[config.mk]
export PLATFORM = sky130hd
export DESIGN_NAME = hazard_ctrl
export DESIGN_NICKNAME = d
export VERILOG_FILES = /design/src/rtl/hazard_ctrl.sv
export SDC_FILE = /design/constraint.sdc
export NUM_CORES = 1
export LEC_CHECK = 0
export CAP_MARGIN = 20
export CORE_UTILIZATION = 43
export DETAILED_ROUTE_END_ITERATION = 6
export GPL_TIMING_DRIVEN = 0
export PLACE_DENSITY_LB_ADDON = 0.08
export SLEW_MARGIN = 20
export SYNTH_ARGS = -nofsm -noshare
export SYNTH_HDL_FRONTEND = slang
export SYNTH_SLANG_ARGS = --single-unit
export TNS_END_PERCENT = 1
[constraint.sdc]
create_clock -name clk -period 7.12 [get_ports clk]
set_input_delay 2.136 -clock clk [delete_from_list [all_inputs] [get_ports clk]]
set_output_delay 2.136 -clock clk [all_outputs]
set_load 0.03 [all_outputs]
[src/rtl/hazard_ctrl.sv]
// -----------------------------------------------------------------------------
// hazard_ctrl
//
// Hazard unit for a five-stage in-order pipeline (F/D/E/M/W).
//
// It provides:
//   * operand forwarding for the Execute stage (M result has priority over W)
//   * load-use stall detection (load in E feeding an instruction in D)
//   * a memory-wait stall when the data memory does not acknowledge an M access
//   * pipeline enables and synchronous clears for the PC and the D/E/M/W regs
//   * a saturating counter of stall cycles
//
// Ports
//   clk          in   single clock, rising edge
//   reset        in   asynchronous, active-high
//   Rs1D, Rs2D   in   [4:0] source registers of the Decode instruction
//   Rs1E, Rs2E   in   [4:0] source registers of the Execute instruction
//   RdE          in   [4:0] destination of the Execute instruction
//   RdM, RdW     in   [4:0] destinations in Memory and Writeback
//   RegWriteM/W  in   register-write valid in M and W
//   LoadE        in   Execute instruction is a load
//   PCSrcE       in   branch/jump taken, resolved in Execute
//   MemReqM      in   data-memory access in M
//   MemReadyM    in   data-memory completion acknowledge
//   StallCntClr  in   synchronous clear of StallCnt
//   ForwardAE/BE out  [1:0] ALU operand select: 00 regfile, 01 W result, 10 M result
//   EnF..EnW     out  enables for PC and D/E/M/W pipeline registers
//   ClrD/E/W     out  synchronous clears (act only when the matching enable is 1)
//   StallCnt     out  [CNTW-1:0] saturating count of stall cycles
//   state_dbg    out  current memory-wait FSM state (0 RUN, 1 MEMWAIT)
//
// Handshake: the M-stage access is a request/acknowledge pair. MemReqM is held
// by the pipeline while the access is outstanding; the access completes in the
// cycle where MemReqM (or the recorded wait) coincides with MemReadyM=1. A
// completion releases the stall in that same cycle, so no extra bubble is added.
// -----------------------------------------------------------------------------
module hazard_ctrl #(
  parameter int CNTW = 16
) (
  input  logic            clk,
  input  logic            reset,
  input  logic [4:0]      Rs1D,
  input  logic [4:0]      Rs2D,
  input  logic [4:0]      Rs1E,
  input  logic [4:0]      Rs2E,
  input  logic [4:0]      RdE,
  input  logic [4:0]      RdM,
  input  logic [4:0]      RdW,
  input  logic            RegWriteM,
  input  logic            RegWriteW,
  input  logic            LoadE,
  input  logic            PCSrcE,
  input  logic            MemReqM,
  input  logic            MemReadyM,
  input  logic            StallCntClr,
  output logic [1:0]      ForwardAE,
  output logic [1:0]      ForwardBE,
  output logic            EnF,
  output logic            EnD,
  output logic            EnE,
  output logic            EnM,
  output logic            EnW,
  output logic            ClrD,
  output logic            ClrE,
  output logic            ClrW,
  output logic [CNTW-1:0] StallCnt,
  output logic            state_dbg
);

  typedef enum logic {
    RUN     = 1'b0,
    MEMWAIT = 1'b1
  } state_t;

  localparam logic [1:0] FWD_RF = 2'b00;
  localparam logic [1:0] FWD_W  = 2'b01;
  localparam logic [1:0] FWD_M  = 2'b10;

  localparam logic [CNTW-1:0] CNT_ONE = CNTW'(1);
  localparam logic [CNTW-1:0] CNT_MAX = {CNTW{1'b1}};

  state_t state;
  state_t state_nxt;
  logic   mem_stall;
  logic   lw_stall;
  logic   any_stall;

  // ---------------------------------------------------------------------------
  // Forwarding: M beats W because M holds the younger write to the register.
  // x0 is hard-wired to zero, so it is never forwarded.
  // ---------------------------------------------------------------------------
  function automatic logic [1:0] fwd_sel(input logic [4:0] rs,
                                         input logic       rw_m,
                                         input logic [4:0] rd_m,
                                         input logic       rw_w,
                                         input logic [4:0] rd_w);
    logic [1:0] sel;
    sel = FWD_RF;
    if (rw_m && (rd_m != 5'd0) && (rd_m == rs)) begin
      sel = FWD_M;
    end else if (rw_w && (rd_w != 5'd0) && (rd_w == rs)) begin
      sel = FWD_W;
    end
    return sel;
  endfunction

  always_comb begin
    ForwardAE = fwd_sel(Rs1E, RegWriteM, RdM, RegWriteW, RdW);
    ForwardBE = fwd_sel(Rs2E, RegWriteM, RdM, RegWriteW, RdW);
  end

  // ---------------------------------------------------------------------------
  // Load-use hazard: the loaded value is not available until after M, so the
  // dependent instruction in D must wait one cycle.
  // ---------------------------------------------------------------------------
  always_comb begin
    lw_stall = LoadE && (RdE != 5'd0) && ((RdE == Rs1D) || (RdE == Rs2D));
  end

  // ---------------------------------------------------------------------------
  // Memory-wait FSM: state register
  // ---------------------------------------------------------------------------
  always_ff @(posedge clk or posedge reset) begin
    if (reset) begin
      state <= RUN;
    end else begin
      state <= state_nxt;
    end
  end

  // Next state and memStall. The stall is combinational so the first cycle of
  // an unacknowledged access already freezes the pipe, and the acknowledge
  // cycle in MEMWAIT already releases it.
  always_comb begin
    state_nxt = state;
    mem_stall = 1'b0;
    unique case (state)
      RUN: begin
        if (MemReqM && !MemReadyM) begin
          mem_stall = 1'b1;
          state_nxt = MEMWAIT;
        end
      end
      MEMWAIT: begin
        if (MemReadyM) begin
          state_nxt = RUN;
        end else begin
          mem_stall = 1'b1;
        end
      end
      default: begin
        state_nxt = RUN;
      end
    endcase
  end

  assign state_dbg = state;

  // ---------------------------------------------------------------------------
  // Pipeline control. A memory stall freezes F..M and pushes a bubble into W;
  // it overrides load-use and branch flush. A taken branch that sat in E
  // during the freeze is still there afterwards, so its flush happens in the
  // first un-stalled cycle without any extra bookkeeping.
  // ---------------------------------------------------------------------------
  always_comb begin
    EnF  = 1'b1;
    EnD  = 1'b1;
    EnE  = 1'b1;
    EnM  = 1'b1;
    EnW  = 1'b1;
    ClrD = 1'b0;
    ClrE = 1'b0;
    ClrW = 1'b0;
    if (mem_stall) begin
      EnF  = 1'b0;
      EnD  = 1'b0;
      EnE  = 1'b0;
      EnM  = 1'b0;
      ClrW = 1'b1;
    end else begin
      EnF  = !lw_stall;
      EnD  = !lw_stall;
      ClrD = PCSrcE;
      ClrE = lw_stall || PCSrcE;
    end
  end

  // ---------------------------------------------------------------------------
  // Stall-cycle counter: saturates at all-ones; clear wins over increment.
  // ---------------------------------------------------------------------------
  assign any_stall = mem_stall || lw_stall;

  always_ff @(posedge clk or posedge reset) begin
    if (reset) begin
      StallCnt <= '0;
    end else if (StallCntClr) begin
      StallCnt <= '0;
    end else if (any_stall && (StallCnt != CNT_MAX)) begin
      StallCnt <= StallCnt + CNT_ONE;
    end
  end

endmodule

Yosys cells after proc, flatten, opt, wreduce, memory -nomap -nowiden
Index checks and enable logic that the tools add are counted.

word-level totals
  output and inout port bits = 29
  logic and storage cells = 44
  register bits = 17

cells by class
  bitwise logic cells = 1
  add/subtract/negate cells = 1
  equal/unequal tests = 7
  reductions and logical operators = 19
  multiplexer cells = 14

operator list
  cell                   count
  $mux 16                2
  $eq 5x5->1             6
  $add 16x1->16 const B  1
  $ne 16x16->1 const B   1
  $reduce_bool 5->1      3
  $logic_and 1x1->1      10
  $mux 1                 9
  $mux 2                 2
  $logic_or 1x1->1       3
  $logic_not 1->1        2
  $pmux 1 s2             1
  $reduce_bool 2->1      1
  $not 1->1              1

Logic depth before layout (Yosys ltp)
Gate-level depths: netlist (run 1).

  depth in word-level cells = 8
  mapped depth = 8

Worst setup path before layout (run 1)
No wires, ideal clock.

  path type = input port to output port
  from = in RdM[1]
  to = out ForwardAE[0]
  stages = 4
  arrival time = 4.073 ns
  path slack = 0.911 ns
  required time = 4.984 ns
  buffers on the path = 0
  cells stage by stage = or4_1 > o21ai_0 > nor4_1 > nor4_1

between the ends
  longest elaborated chain between the ends = 4
  elaborated cells on any way between the ends = 5
  classes of those cells = 1 x eq/ne; 1 x mux; 3 x reduce/logical

RTL lines
  what                 RTL line  RTL
  start: declaration   47        input logic [4:0] RdM,
  $reduce_bool 5->1    99        if (rw_m && (rd_m != 5'd0) && (rd_m == rs)) begin
  $logic_and 1x1->1    99
  $logic_and 1x1->1 *  99
  $mux 2 *             99
  end: declaration     56        output logic [1:0] ForwardAE,

Mark *: on every way between the ends. The rest lies on a longest branch, timed or not.

Final worst setup path (run 1)
  from = in RdE[1]
  to = out EnF

between the ends
  longest elaborated chain between the ends = 5
  elaborated cells on any way between the ends = 8
  classes of those cells = 2 x eq/ne; 1 x mux; 5 x reduce/logical

RTL lines
  what                                                          RTL line  RTL
  start: declaration                                            46        input logic [4:0] RdE,
  $eq 5x5->1 / $reduce_bool 5->1 (equally long branches)        117       lw_stall = LoadE && (RdE != 5'd0) && ((RdE == Rs1D) || (RdE == Rs2D));
  $logic_or 1x1->1 / $logic_and 1x1->1 (equally long branches)  117
  $logic_and 1x1->1 *                                           117
  $logic_not 1->1 *                                             181       EnF = !lw_stall;
  $mux 1 *                                                      174       if (mem_stall) begin
  end: declaration                                              58        output logic EnF,

Marked as above.

==> summary.txt, run 1 <==
GRT
  – First-pass GRT wire length: 5.96 mm
  – Vias in the first global route: 1,439
  – Antenna violations before repair: 0
  – Routing usage on met2: 0.406
  – Routing usage on met1: 0.248
  – Largest net degree at the start of global routing: 18
  – Grt total ovfl: 0
  – Gr usage total: 0.221
  – GR Util met3: 0.0415
  – Busiest grt layer: met2

STA
  – Setup-failing EPs final: 0
  – Slew Viols, Final: 0
  – Fin. Hold Viols: 0
  – Period utilization: 0.934
  – Final min period: 6650 ps
  – Fin worst setup slack: 470 ps
  – Worst Skew: 2.47 ps
  – RSZ-0062 raised after global routing: false
  – Max Fclk: 150 MHz
  – Setup TNS: 0 ps
  – Worst slew pin tran: 679 ps
  – Rel. slew slack: 0.547

Detailed routing
  – Routed WL: 3.78 mm
  – Routed via count: 1,548
  – Initial DRC count: 84
  – # DRC: 0
  – Final ANT Viol Nets: 0
  – Drt via density: 5.39
  – Drt pass-1 iters: 4
  – Wire per inst: 13.2 um

Final layout
  – Synth-to-Final Area Change: 55.1%
  – Layout fillers: 280
  – Final Net Count: 289
  – Share of cells above drive strength 1: 0.0823
  – Core Util, Final: 0.710
  – N_diodes: 0
  – Register area: 425 sq um
  – Multi-input logic area: 913 sq um

Logic synthesis
  – Count of cell types in the netlist: 38
  – Syn Nets: 214
  – Ys Warns: 0
  – Synth area leader: dfrtp_1
  – Sequential element share of the synthesized area: 0.300
  – Cell area after synthesis: 1420 sq um
  – Cell count after synthesis: 169
  – Prevailing post-synth register cell: dfrtp_1
  – Top cells by area, synth: dfrtp_1 30%, xnor2_1 9.9%, xor2_1 9.9%, a21oi_1 4.9%, nand3_1 3.9%
  – Top cells by count, synth: 17 x dfrtp_1, 16 x xnor2_1, 16 x xor2_1
  – Post-synth EDFFs: 0
  – Avg Inst Size Synth: 8.40 sq um
  – Post-synth ARST share: 1.00
  – Count leader, synth: dfrtp_1
  – Share of the synthesized area in the top cell type: 0.300
  – Yosys reg bits: 17

Floorplanning
  – CORE AREA: 3100 sq um
  – Die Ht: 59.5 um
  – Die area: 3540 sq um
  – Std-Cell Rows: 20
  – Starting Density: 0.458
  – Io pins: 73
  – Die Wd: 59.5 um

Critical path
  – Setup CP Type: input port to primary output
  – Worst EP arrival: 4510 ps
  – Reg-to-reg critical path endpoint: StallCnt[1]
  – Worst r2r src: StallCnt[0]
  – Crit. End Element: primary output
  – Required time worst endpoint: 4980 ps
  – Reg2reg setup slack: 5070 ps
  – CP most frequent cell: clkdlybuf4s50_1
  – CP max stage cell: clkdlybuf4s50_1
  – Cell Chain, Critical Path: clkdlybuf4s50_1 -> or4_1 -> o21ai_2 -> inv_1 -> a21o_4 -> inv_2 -> buf_4 -> clkdlybuf4s50_1
  – R2r worst-path depth: 8
  – Worst-path fanout max: 6
  – Delay of the slowest cell on the worst path: 650 ps
  – Worst setup SP type: input port

Job
  – Maxcap violations: 0

Placement
  – RD Place Congestion: 0.857
  – Place WS: 457 ps
  – Port buffer count: 70
  – DP HPWL: 3.14 mm

Clock network
  – CTS tree: built
  – Reg clk slew, reported paths: 100 ps
  – Post-CTS Setup Repair Bufs: 0
  – Cts repair resizes: 0
  – CTS Buffer Depth: 2
  – Clk sinks: 17
  – CTS Hold Bufs: 0
  – H-tree Lvls: 1
  – Clk_lat worst skew: 300 ps
  – Total CTS buffers: 3
  – CTS root buffer: clkbuf_4

Pwr
  – Pwr Total: 242 uW
  – Pwr Density: 110 nW/um^2
  – Leakage power: 0.000821 uW
  – Peak VDD IR: 0.0000547 V

Min path
  – Hold Crit Endpoint: StallCnt[12]
  – Critical hold path startpoint: StallCnt[12]
  – Hold-critical path depth: 1
  – Hold WC Path Type: register to register

Status
  – Status: complete, no violations
[how the worst max path moves through the flow]
stage / startpoint / end / slack (ps) / cells after the start
2_1_floorplan: RdM[1] / ForwardAE[0] / 910 / 4
3_3_place_gp: RdE[1] / EnF / 500 / 8
3_5_place_dp: RdM[1] / ForwardBE[0] / 460 / 6
4_1_cts: RdM[1] / ForwardAE[0] / 450 / 6
5_1_grt: RdM[1] / ForwardAE[0] / 370 / 6
6_report: RdE[1] / EnF / 470 / 8
[logic make-up (layout without fill, tap and decap cells)]
kind of cell	Yosys count	in the layout	synth area share
flip-flops	17	17	0.300
AND/OR/NAND/NOR	70	70	0.273
adder cells (fa/ha/maj)	1	1	0.00881
AO/OA/AOI/OAI	34	34	0.154
XOR/XNOR	32	32	0.197
multiplexers	1	1	0.00705
other	1	1	0.00264
buffers and inverters	13	87	0.0573
[power by group]
part           leakage [uW]  internal, uW  switching, uW
Sequential         0.000235          98.1           1.54
Combinational      0.000571          46.8           40.8
Clock             0.0000150          21.8           33.1
[flip-flops by register name, indices dropped and copies added, names as in the netlist]
register   cells
StallCnt      16
state_dbg      1
[per-stage QoR]
step	hold slack (ps)	std cells	area, sq um
2_1_floorplan	712	169	1420
3_3_place_gp	537	283	2180
3_5_place_dp	555	283	2180
4_1_cts	588	287	2200
5_1_grt	610	287	2200
6_report	585	287	2200
[cell usage in the layout (no fill, tap or decap), types with 2 or more instances in the layout]
master and count:
a21oi_1 14, and2_1 3, and3_1 4, buf_4 3, clkbuf_4 3, clkdlybuf4s50_1 70
dfrtp_1 17, inv_1 5, nand2_1 8, nand3_1 11, nand4_1 5, nor2_1 11
nor3_1 4, nor4_1 6, o21ai_0 10, o31ai_1 2, or3_1 3, or3_2 5
or4_1 7, xnor2_1 16, xor2_1 16
[cell type report]
class | count | area share
inverters | 6 | 0.0102
clock buffers | 4 | 0.0119
well taps | 44 | 0.0250
plain buffers | 7 | 0.0267
flip-flops and latches | 17 | 0.193
multi-input cells | 139 | 0.415
repair buffers | 70 | 0.318
[layer usage]
layer | vias up | share of wire
li1 | 754 | -
met1 | 724 | 0.40
met2 | 62 | 0.53
met3 | 8 | 0.054
met4 | 0 | 0.020
met5 | - | 0
[critical path, delay by kind of cell]
| family | cells | cell delay (ps) |
|---|---|---|
| buffers and inverters | 5 | 1380 |
| AO/OA/AOI/OAI | 2 | 440 |
| AND/OR/NAND/NOR | 1 | 560 |
Note: power is estimated with default switching activity, not from simulation.
==> run 2: changes to the inputs <==
HOLD_SLACK_MARGIN = 0.02   (was default)
PLACE_DENSITY_LB_ADDON = 0.05   (was 0.08)
==> run 2 against run 1 <==
Net effect: critical path depth fell by 2; sequential cell count unchanged; global-route usage increased by 0.55 points; largest cell class unchanged; largest power group unchanged.
==> summary.txt, run 2 (synthesis gave the netlist of run 1 again) <==
Status
  – Status: complete, no violations

Critical path
  – Required time worst endpoint: 4980 ps
  – CP Capture Point: ForwardBE[0]
  – CP max stage cell: clkdlybuf4s50_1
  – Setup CP Type: input port to primary output
  – Crit. path cell count: 6
  – Cell Chain, Critical Path: clkdlybuf4s50_1 -> or4_1 -> o21ai_0 -> nor4_1 -> nor4_1 -> clkdlybuf4s50_1
  – Delay-heaviest family, CP: buffers and inverters
  – Buf+Inv Stages, Crit Path: 2
  – Delay of the slowest cell on the worst path: 720 ps
  – R2r worst-path depth: 8
  – Crit. End Element: primary output
  – Worst setup SP type: input port
  – Worst EP arrival: 4530 ps
  – Reg-to-reg critical path endpoint: StallCnt[0]
  – Reg2reg setup slack: 5100 ps
  – Critical path origin: RdM[1]
  – Worst r2r src: StallCnt[0]
  – Worst-path fanout max: 3

GRT
  – Antenna violations before repair: 0
  – Grt total ovfl: 0
  – Gr usage total: 0.227
  – Vias in the first global route: 1,497
  – Largest net degree at the start of global routing: 18
  – First-pass GRT wire length: 6.13 mm

Floorplanning
  – Die Wd: 59.5 um
  – Die area: 3540 sq um
  – Starting Density: 0.458
  – Io pins: 73
  – Std-Cell Rows: 20
  – Die Ht: 59.5 um
  – CORE AREA: 3100 sq um

Final layout
  – Post-Layout Inst Area: 2200 sq um
  – Most flops, register: StallCnt
  – Final Net Count: 289
  – N_diodes: 0
  – Register area: 425 sq um
  – Share of cells above drive strength 1: 0.0864
  – Most frequent cells in the layout: 70 x clkdlybuf4s50_1, 17 x dfrtp_1, 16 x xnor2_1, 16 x xor2_1, 14 x a21oi_1
  – Layout fillers: 286
  – Multi-input logic area: 913 sq um
  – Commonest non-fill, non-tap cell in the layout: clkdlybuf4s50_1
  – Largest register FFs: 16
  – Synth-to-Final Area Change: 55.2%

STA
  – Max Fclk: 150 MHz
  – Period utilization: 0.936
  – Slew Viols, Final: 0
  – Final min period: 6660 ps
  – Fin. Hold Viols: 0
  – Rel. slew slack: 0.552
  – Worst slew pin tran: 671 ps
  – Worst Skew: 1.53 ps
  – Setup-failing EPs final: 0
  – RSZ-0062 raised after global routing: false
  – Setup TNS: 0 ps

Detailed routing
  – Routed WL: 3.78 mm
  – Routed via count: 1,560
  – Final ANT Viol Nets: 0
  – Initial DRC count: 68
  – Drt pass-1 iters: 4
  – Drt via density: 5.44
  – # DRC: 0
  – Wire per inst: 13.2 um

Clock network
  – Clk sinks: 17
  – Post-CTS Setup Repair Bufs: 0
  – CTS Hold Bufs: 0
  – Cts repair resizes: 0
  – H-tree Lvls: 1
  – Total CTS buffers: 3
  – Reg clk slew, reported paths: 110 ps
  – CTS Buffer Depth: 2
  – CTS root buffer: clkbuf_4
  – CTS tree: built
  – Clk_lat worst skew: 300 ps

Placement
  – Port buffer count: 70
  – Post-DP Area: 2180 sq um
  – RD Place Congestion: 0.837
  – DP HPWL: 3.15 mm

Min path
  – Critical hold path startpoint: StallCnt[12]
  – Hold WC Path Type: register to register

Job
  – Maxcap violations: 0

Pwr
  – Pwr Density: 110 nW/um^2
  – Peak VDD IR: 0.0000552 V
  – Leakage power: 0.000824 uW
-- run 2: report_power, final --
part	internal, uW	total, uW	leakage, uW	switching, uW
sequential	98.1	99.8	0.000235	1.64
clock	20.9	54.4	0.0000177	33.5
combinational	46.8	87.7	0.000571	40.9
total	166	242	0.000824	76.0
-- run 2: cell type report --
type / instances / area share
buffer: 7 / 0.0267
clock buffer: 3 / 0.0102
clock inverter: 1 / 0.00227
inverter: 6 / 0.0102
multi-input combinational: 139 / 0.415
sequential: 17 / 0.193
tap: 44 / 0.0250
timing repair buffer: 70 / 0.318
-- run 2: routing by layer --
layer  share of wire  up-vias  track usage
li1                -      758            -
met1            0.39      729        0.245
met3           0.062        7       0.0262
met4           0.015        0       0.0850
met5               0        -            0
met2            0.54       66        0.441
-- run 2: metrics by stage --
stage | power [uW] | cells | utilization | setup slack (ps) | hold slack (ps)
6_report | 242 | 287 | 0.710 | 456 | 570
3_3_place_gp | 187 | 283 | 0.701 | 488 | 537
2_1_floorplan | 145 | 169 | - | 911 | 712
5_1_grt | 254 | 287 | 0.710 | 275 | 592
3_5_place_dp | 190 | 283 | 0.701 | 437 | 538
4_1_cts | 243 | 287 | 0.710 | 428 | 574
-- run 2: worst min-delay path by stage --
| stage | end | cells past startpoint |
|---|---|---|
| floorplan | StallCnt[8] | 2 |
| global placement | StallCnt[12] | 1 |
| detailed placement | StallCnt[12] | 1 |
| CTS | StallCnt[12] | 1 |
| global route | StallCnt[12] | 1 |
| finish | StallCnt[12] | 1 |
